<file path="src/rtl/rf_wb_scheduler_pkg.sv">
`default_nettype none
// +--------------------------------------------------------------------------+
// | Module   : rf_wb_scheduler_pkg                                            |
// | Purpose  : Shared constants and helpers for the register-file write-back |
// |            scheduler: source indices, default widths, r0 address and    |
// |            the mod-3 source increment used by the round-robin arbiter.  |
// | Revision : 1.0  - initial release                                        |
// +--------------------------------------------------------------------------+
package rf_wb_scheduler_pkg;

  // Write-back source index, always in the range 0..NSRC-1.
  typedef logic [1:0] src_idx_t;

  localparam int       NSRC       = 3;
  localparam src_idx_t SRC_ALU    = 2'd0;
  localparam src_idx_t SRC_LOAD   = 2'd1;
  localparam src_idx_t SRC_MULDIV = 2'd2;

  localparam int DEF_DW  = 32;
  localparam int DEF_AW  = 5;
  localparam int R0_ADDR = 0;

  // Next source in round-robin order, wrapping 2 -> 0 so the value 3 never occurs.
  function automatic src_idx_t nextSrc(input src_idx_t idx);
    return (idx == SRC_MULDIV) ? SRC_ALU : idx + 2'd1;
  endfunction

endpackage
`default_nettype wire

</file>
<file path="src/rtl/rf_wb_scheduler_rr_arb3.sv">
`default_nettype none
// +--------------------------------------------------------------------------+
// | Module   : rr_arb3                                                       |
// | Purpose  : 3-way round-robin arbiter. Search starts at rrPtr and wraps;  |
// |            on advance the pointer moves to one past the granted source. |
// | Ports    : clk, rst_n (async, active-low)                                |
// |            req[2:0]   - request vector                                   |
// |            advance    - a grant was accepted this cycle                  |
// |            gnt[2:0]   - one-hot grant, forced to 0 while in reset        |
// |            gntIdx     - index of the granted source (valid when |gnt)    |
// |            rrPtr      - current search start pointer                     |
// | Revision : 1.0  - initial release                                        |
// +--------------------------------------------------------------------------+
module rr_arb3
  import rf_wb_scheduler_pkg::*;
(
  input  logic       clk,
  input  logic       rst_n,
  input  logic [2:0] req,
  input  logic       advance,
  output logic [2:0] gnt,
  output src_idx_t   gntIdx,
  output src_idx_t   rrPtr
);

  src_idx_t r_ptr;

  always_comb begin
    src_idx_t cand;
    logic     found;
    gnt    = '0;
    gntIdx = SRC_ALU;
    cand   = r_ptr;
    found  = 1'b0;
    for (int k = 0; k < NSRC; k++) begin
      if (!found && req[cand]) begin
        gnt[cand] = 1'b1;
        gntIdx    = cand;
        found     = 1'b1;
      end
      cand = nextSrc(cand);
    end
    // No source may see ready while the block is held in reset.
    if (!rst_n) begin
      gnt = '0;
    end
  end

  always_ff @(posedge clk or negedge rst_n) begin
    if (!rst_n) begin
      r_ptr <= SRC_ALU;
    end else if (advance) begin
      r_ptr <= nextSrc(gntIdx);
    end
  end

  assign rrPtr = r_ptr;

endmodule
`default_nettype wire

</file>
<file path="src/rtl/rf_wb_scheduler.sv">
`default_nettype none
// +--------------------------------------------------------------------------+
// | Module   : rf_wb_scheduler                                               |
// | Purpose  : Shares the single register-file write port between the ALU,  |
// |            load and mul/div write-back sources (round-robin, valid/     |
// |            ready) and keeps a per-register busy scoreboard that stalls  |
// |            decode on RAW/WAW hazards.                                    |
// | Ports    : clk, rst_n (async, active-low)                                |
// |            req_valid/req_ready/req_addr/req_data - write-back sources,  |
// |              source i packed at [i*W +: W]                               |
// |            iss_valid/iss_rd/iss_rs/iss_rt - decode issue                 |
// |            iss_stall - hazard flag from the busy vector only             |
// |            rf_wen/rf_waddr/rf_wdata - registered write port              |
// |            busy - scoreboard vector                                      |
// | Revision : 1.0  - initial release                                        |
// +--------------------------------------------------------------------------+
module rf_wb_scheduler
  import rf_wb_scheduler_pkg::*;
#(
  parameter int DW = DEF_DW,
  parameter int AW = DEF_AW
)(
  input  logic                 clk,
  input  logic                 rst_n,
  input  logic [NSRC-1:0]      req_valid,
  output logic [NSRC-1:0]      req_ready,
  input  logic [NSRC*AW-1:0]   req_addr,
  input  logic [NSRC*DW-1:0]   req_data,
  input  logic                 iss_valid,
  input  logic [AW-1:0]        iss_rd,
  input  logic [AW-1:0]        iss_rs,
  input  logic [AW-1:0]        iss_rt,
  output logic                 iss_stall,
  output logic                 rf_wen,
  output logic [AW-1:0]        rf_waddr,
  output logic [DW-1:0]        rf_wdata,
  output logic [(1<<AW)-1:0]   busy
);

  localparam int            NREG      = 1 << AW;
  localparam logic [AW-1:0] c_R0_ADDR = AW'(R0_ADDR);

  logic [NSRC-1:0] w_gnt;
  src_idx_t        w_gntIdx;
  src_idx_t        w_rrPtr;
  logic            w_hs;
  logic [AW-1:0]   w_selAddr;
  logic [DW-1:0]   w_selData;
  logic            w_wrReal;
  logic            w_stall;
  logic            w_issAccept;
  logic [NREG-1:0] w_busyNext;

  logic            r_wen;
  logic [AW-1:0]   r_waddr;
  logic [DW-1:0]   r_wdata;
  logic [NREG-1:0] r_busy;

  rr_arb3 u_arb (
    .clk     (clk),
    .rst_n   (rst_n),
    .req     (req_valid),
    .advance (w_hs),
    .gnt     (w_gnt),
    .gntIdx  (w_gntIdx),
    .rrPtr   (w_rrPtr)
  );

  // The arbiter only grants valid sources, so any grant is a handshake.
  assign w_hs      = |w_gnt;
  assign req_ready = w_gnt;

  always_comb begin
    w_selAddr = req_addr[0 +: AW];
    w_selData = req_data[0 +: DW];
    case (w_gntIdx)
      SRC_LOAD: begin
        w_selAddr = req_addr[AW +: AW];
        w_selData = req_data[DW +: DW];
      end
      SRC_MULDIV: begin
        w_selAddr = req_addr[2*AW +: AW];
        w_selData = req_data[2*DW +: DW];
      end
      default: begin
        w_selAddr = req_addr[0 +: AW];
        w_selData = req_data[0 +: DW];
      end
    endcase
  end

  // The register file does not hardwire r0, so writes to it are swallowed here.
  assign w_wrReal = w_hs && (w_selAddr != c_R0_ADDR);

  // Stall depends on the current busy vector only, keeping req_valid off the
  // decode timing path; a same-cycle clear is seen one cycle later.
  assign w_stall     = r_busy[iss_rs] | r_busy[iss_rt] | r_busy[iss_rd];
  assign iss_stall   = w_stall;
  assign w_issAccept = iss_valid && !w_stall && (iss_rd != c_R0_ADDR);

  always_comb begin
    w_busyNext = r_busy;
    // Clear at the handshake: the RF bypass covers the cycle until rf_wen lands.
    if (w_wrReal) begin
      w_busyNext[w_selAddr] = 1'b0;
    end
    // Set after clear so a new (younger) producer wins a same-edge collision.
    if (w_issAccept) begin
      w_busyNext[iss_rd] = 1'b1;
    end
    w_busyNext[0] = 1'b0;
  end

  always_ff @(posedge clk or negedge rst_n) begin
    if (!rst_n) begin
      r_wen   <= 1'b0;
      r_waddr <= '0;
      r_wdata <= '0;
      r_busy  <= '0;
    end else begin
      r_wen  <= w_wrReal;
      r_busy <= w_busyNext;
      if (w_hs) begin
        r_waddr <= w_selAddr;
        r_wdata <= w_selData;
      end
    end
  end

  assign rf_wen   = r_wen;
  assign rf_waddr = r_waddr;
  assign rf_wdata = r_wdata;
  assign busy     = r_busy;

  logic w_unused;
  assign w_unused = ^w_rrPtr;

endmodule
`default_nettype wire

</file>
<file path="config.mk">
export PLATFORM = sky130hd
export DESIGN_NAME = rf_wb_scheduler
export DESIGN_NICKNAME = d
export VERILOG_FILES = /design/src/rtl/rf_wb_scheduler_pkg.sv /design/src/rtl/rf_wb_scheduler_rr_arb3.sv /design/src/rtl/rf_wb_scheduler.sv
export SDC_FILE = /design/constraint.sdc
export NUM_CORES = 1
export LEC_CHECK = 0
export CAP_MARGIN = 20
export CORE_MARGIN = 2
export CORE_UTILIZATION = 51
export CTS_CLUSTER_DIAMETER = 30
export DETAILED_ROUTE_END_ITERATION = 16
export DONT_BUFFER_PORTS = 1
export GPL_ROUTABILITY_DRIVEN = 0
export PLACE_DENSITY = 0.66
export SLEW_MARGIN = 20
export SYNTH_ARGS = -nofsm -noshare
export SYNTH_HDL_FRONTEND = slang
export SYNTH_SLANG_ARGS = --single-unit
</file>
<file path="constraint.sdc">
create_clock -name clk -period 4.25 [get_ports clk]
set_input_delay 0.85 -clock clk [delete_from_list [all_inputs] [get_ports clk]]
set_output_delay 0.85 -clock clk [all_outputs]
set_load 0.01 [all_outputs]
</file>
## Word level (Yosys, flattened, before mapping)

Index checks and enable logic that the tools add are counted.

- Register bits: 71
- Output and inout port bits: 74
- Input bits: 132
- Word-level logic and storage cells: 85

- Magnitude comparators: 12
- Reductions and logical operators: 16
- Add/sub/neg operators: 3
- Muxes and demuxes: 38
- Eq/ne operators: 4
- Bitwise operators: 7

Operator list:

| operator | count |
|---|---|
| $mux W32 | 2 |
| $pmux W32 S2 | 1 |
| $and A32 B32 Y32 | 1 |
| $not A32 Y32 | 1 |
| $or A32 B32 Y32 | 1 |
| $lt A5 B6 Y1 const B | 4 |
| $bmux W1 S5 | 3 |
| $mux W1 | 13 |
| $mux W2 | 6 |
| $mux W3 | 4 |
| $demux W1 S5 | 2 |
| $ge A5 B1 Y1 const B | 2 |
| $logic_and A1 B1 Y1 | 10 |
| $pmux W5 S2 | 1 |
| $reduce_bool A5 Y1 | 2 |
| $lt A2 B3 Y1 const B | 3 |
| $add A2 B1 Y2 const B | 3 |
| $bmux W1 S2 | 3 |
| $demux W1 S2 | 3 |
| $eq A2 B2 Y1 const B | 3 |
| $ge A2 B1 Y1 const B | 3 |
| $or A3 B3 Y3 | 2 |
| $logic_not A1 Y1 | 3 |
| $reduce_or A3 Y1 | 1 |
| other kinds (2) | 3 |

## Longest topological paths before layout

- Depth after elaboration: 20
- Gate-level depth with buffers: 12
- Gate-level depth less buffers: 11

## Hierarchy

From an unflattened synthesis, not the netlist that was laid out.

- Cell total of the unflattened synthesis: 520
- Area, all modules: 4669.5 sq um

Modules (own cells, without submodules):

| module | cells each | times used | area each (sq um) | sequential area each (sq um) |
|---|---|---|---|---|
| rf_wb_scheduler | 494 | 1 | 4454.3 | 1726.7 |
| rr_arb3 | 26 | 1 | 215.2 | 50.0 |

## Least setup slack after synthesis

No wires, ideal clock.

- Path type: input port to output port
- Start point: input port iss_rd[1]
- End point: output port iss_stall
- Cell stages on the path: 8
- Path buffers: 2
- Arrival time: 2.777 ns
- Path slack: 0.623 ns
- Data required time: 3.400 ns
- Cells stage by stage: clkbuf_1 > mux4_2 > nand2_1 > o21ai_0 > a32oi_1 > o311ai_1 > clkbuf_1 > or2_2

- Word-level cells in the longest chain between the ends: 3

Ends and longest elaborated chain:

| item | line | RTL |
|---|---|---|
| start, declared | rf_wb_scheduler.sv:30 | `input logic [AW-1:0] iss_rd,` |
| $bmux W1 S5 | rf_wb_scheduler.sv:97 | `assign w_stall = r_busy[iss_rs] \| r_busy[iss_rt] \| r_busy[iss_rd];` |
| $mux W1 (implied by the code) | rf_wb_scheduler.sv:97 |  |
| $or A1 B1 Y1 | rf_wb_scheduler.sv:97 |  |
| end, declared | rf_wb_scheduler.sv:33 | `output logic iss_stall,` |

No other way between the ends. The select of a mux whose other input is x is not followed.

## Final worst setup path

- Start point: register r_busy[24], in the netlist busy[24]
- End point: output port iss_stall

- Word-level cells in the longest chain between the ends: 4
- Elaborated cells between the ends (all ways): 8
- Those cells by class: mux: 6; bitwise: 2

Ends and longest elaborated chain:

| item | line | RTL |
|---|---|---|
| start, declared | rf_wb_scheduler.sv:57 | `logic [NREG-1:0] r_busy;` |
| start signal, assigned | rf_wb_scheduler.sv:122 | `r_busy <= w_busyNext;` |
| $bmux W1 S5 | rf_wb_scheduler.sv:97 |  |
| $mux W1 (implied by the code) | rf_wb_scheduler.sv:97 |  |
| $or A1 B1 Y1 | rf_wb_scheduler.sv:97 |  |
| $or A1 B1 Y1 * | rf_wb_scheduler.sv:97 |  |

Every way passes the cells marked *; elsewhere a longest branch is shown, timed or not. The select of a mux whose other input is x is not followed.

==> results.md <==
* Routed vias at 4099
* Worst clock skew at 0.00823 ns
* DRC viols at 0
* CTS tree: yes
* Synth Cell Area at around 4700 sq um
* R2r worst-path depth at 9
* Worst-path clk slew at 0.07 ns
* Routed len/inst at 22.4 um
* Crit-path max cell delay at 0.56 ns
* Setup crit start: busy[24]$_DFF_PN0_
* Crit path buf inv count at 0
* Post-synth top flop: dfrtp_1
* Max VDD drop at 0.264 mV
* Max-cap violation count at 0
* Pwr Density at ~630 nW/um^2
* Final core occ at 54.4%
* Critical path's top delay family: simple AND/OR/NAND/NOR gates
* Crit-path cells: mux4_2 -> and3_1 -> o41ai_2 -> nand4_1 -> or2_2
* Initial Util at slightly above 50%
* Starting DRC count in detailed routing at 222
* Slew Viols, Final at 0
* Hold buffers post-CTS at 0
* CTS max path bufs at 2
* Row count at 35
* Min Tclk post-route at 3.40 ns
* Final setup vio count at 0
* Slew HR at 26.0%
* DPL Wire Length at just over 10 mm
* #FFs+latches synth at 71
* DRT Pass-1 Iters at 5
* Sequential share of the synthesized area at 37.7%
* First-pass GRT wire length at between 20 and 25 mm
* Mapped Avg Cell Area at 8.88 sq um
* Crit path max fanout at 5
* Worst EP arrival at 2.55 ns
* M3 GR Usage at approximately 5.6%
* Filler cells at 843
* Die width at 100 um
* Outcome: complete, no violations
* Clock Tree Root: clkbuf_8
* Grt total ovfl at 0
* Synthesis-to-finish area growth at 5.34%
* Crit-path slowest cell: mux4_2
* CTS buffer count at 9
* Post-CTS Setup Bufs at 0
* Die area at 10000 sq um
* Antenna Cells at 0
* Setup TNS at 0 ns
* Worst min path class: in2async
* Post-CTS resize count at 0
* FFs w/ async S/R, synth at 100%
* Share of layout cells above drive strength 1 at 12.6%
* Mapped Cells at 530
* Setup CP Type: reg2out
* Final wirelength at 13.9 mm
* Post-synth EDFFs at 0
* Leakage power at between 0.002 and 0.0025 uW
* CP endpoint kind: primary output
* RSZ-0062 raised after global routing: no
* Core outline area at around 9100 sq um
* Vias in the first global route at 3971
* Final Power at 3100 uW
* Sink Count at slightly above 70
* H-tree depth at 3
* Buffers on Ports at 0
* Unique masters post-synth at 47
* Worst R2R Setup Slack at between 0.9 and 1 ns
* Io pins at 206
* Synth warnings at 0
* Initial antenna violation count at 0
* Clk_lat worst skew at 0.35 ns
* Syn Nets at 666
* Commonest non-fill, non-tap cell in the layout: nand2_1
* GRT Total Usage at 27.9%
* RR Startpoint: u_arb.rrPtr[1]$_DFFE_PN0P_
* Via density at 6.62
* CP startpoint kind: flop
* ANT nets after route at 0
* Slew @ Worst Pin at 1.09 ns
* Final hold vios at 0
* Final layout net count at about 640
* DIE HEIGHT at 100 um
* Most frequent cells in the layout: 105 x nand2_1, 103 x o21ai_0, 71 x dfrtp_1, 35 x a22oi_1
* Critical Path RT at around 3.4 ns
* Met1 usage in global routing at between 30% and 40%
* Grt peak-use layer: met2
* Fin crit share at around four fifths
* Grt met2 use at 45.6%
* Worst reg2reg endpoint: busy[7]$_DFF_PN0_
* Fmax at 0.295 GHz
* Largest net degree at the start of global routing at 75
-- sequential cells by signal, summed over array words and instances (netlist names) --
register / cells
rf_wdata: 32
busy: 31
rf_waddr: 5
u_arb.rrPtr: 2
rf_wen: 1
-- where the power goes --
part | internal (uW) | leakage, uW | total, uW | switching (uW)
combinational | 459 | 0.00103 | 1080 | 620
clock | 363 | 0.000114 | 613 | 250
sequential | 935 | 0.000898 | 1410 | 474
-- cells in the mapped netlist, types with 2 or more instances --
master,instances,area [sq um]
buf_4,2,15.0
a21oi_1,6,30.0
o41ai_1,2,17.5
mux2i_1,19,190
or2_2,3,18.8
mux2_2,6,67.6
buf_1,7,26.3
buf_2,5,25.0
and3b_1,2,17.5
buf_6,2,22.5
nand2_1,105,394
nor2_1,19,71.3
and3_1,3,18.8
nor2b_1,5,31.3
dfrtp_1,71,1780
inv_1,8,30.0
o21ai_0,103,515
a22o_1,3,26.3
mux4_2,14,315
nor3b_1,4,30.0
ha_1,4,50.1
o41ai_2,13,211
clkbuf_1,29,109
nand2b_1,3,18.8
nor3_1,5,25.0
a22oi_1,35,263
o31ai_1,18,135
nor4b_1,4,35.0
or3_1,3,18.8
nand3_1,6,30.0
or3b_2,2,17.5
a21o_1,4,30.0
-- area by class of cell --
type	count	area, sq um	share of cell area (%)
inverter	8	30.0	0.606
timing repair buffer	7	52.6	1.06
tap	111	139	2.80
multi-input combinational	406	2740	55.2
clock inverter	3	65.1	1.31
sequential	71	1780	35.8
clock buffer	13	159	3.20
-- how the worst max path moves through the flow --
stage / endpoint / slack [ns] / cells after the start
detailed placement: busy[21]$_DFF_PN0_ / 0.58 / 9
finish: iss_stall / 0.85 / 5
floorplan: iss_stall / 0.62 / 8
CTS: iss_stall / 0.92 / 5
global placement: busy[7]$_DFF_PN0_ / 0.72 / 9
global route: busy[21]$_DFF_PN0_ / 0.57 / 9
-- through the flow --
step / worst slack [ns] / hold WS (ns) / std cells / cell area (sq um)
final: 0.855 / 0.194 / 619 / 4960
after global routing: 0.567 / 0.177 / 619 / 4960
after CTS: 0.924 / 0.186 / 619 / 4960
after detailed placement: 0.582 / 0.540 / 603 / 4730
after global placement: 0.718 / 0.536 / 603 / 4730
after floorplan: 0.623 / 0.516 / 530 / 4710
-- cell families after synthesis --
| kind of cell | count (synthesis) | synth area share [%] |
|---|---|---|
| flops | 71 | 37.7 |
| compound gates | 194 | 28.0 |
| fa+ha+maj | 4 | 1.06 |
| other cells | 1 | 0.0797 |
| mux | 39 | 12.2 |
| simple gates | 168 | 16.1 |
| buf+inv | 53 | 4.84 |
-- per-layer routing --
| metal | up-vias | part of all wire, % |
|---|---|---|
| met3 | 37 | 8.4 |
| met1 | 1935 | 40 |
| met4 | 0 | 2.9 |
| met5 | - | 0 |
| li1 | 1902 | - |
| met2 | 225 | 49 |
No activity file was read; power rests on OpenSTA's default activity.
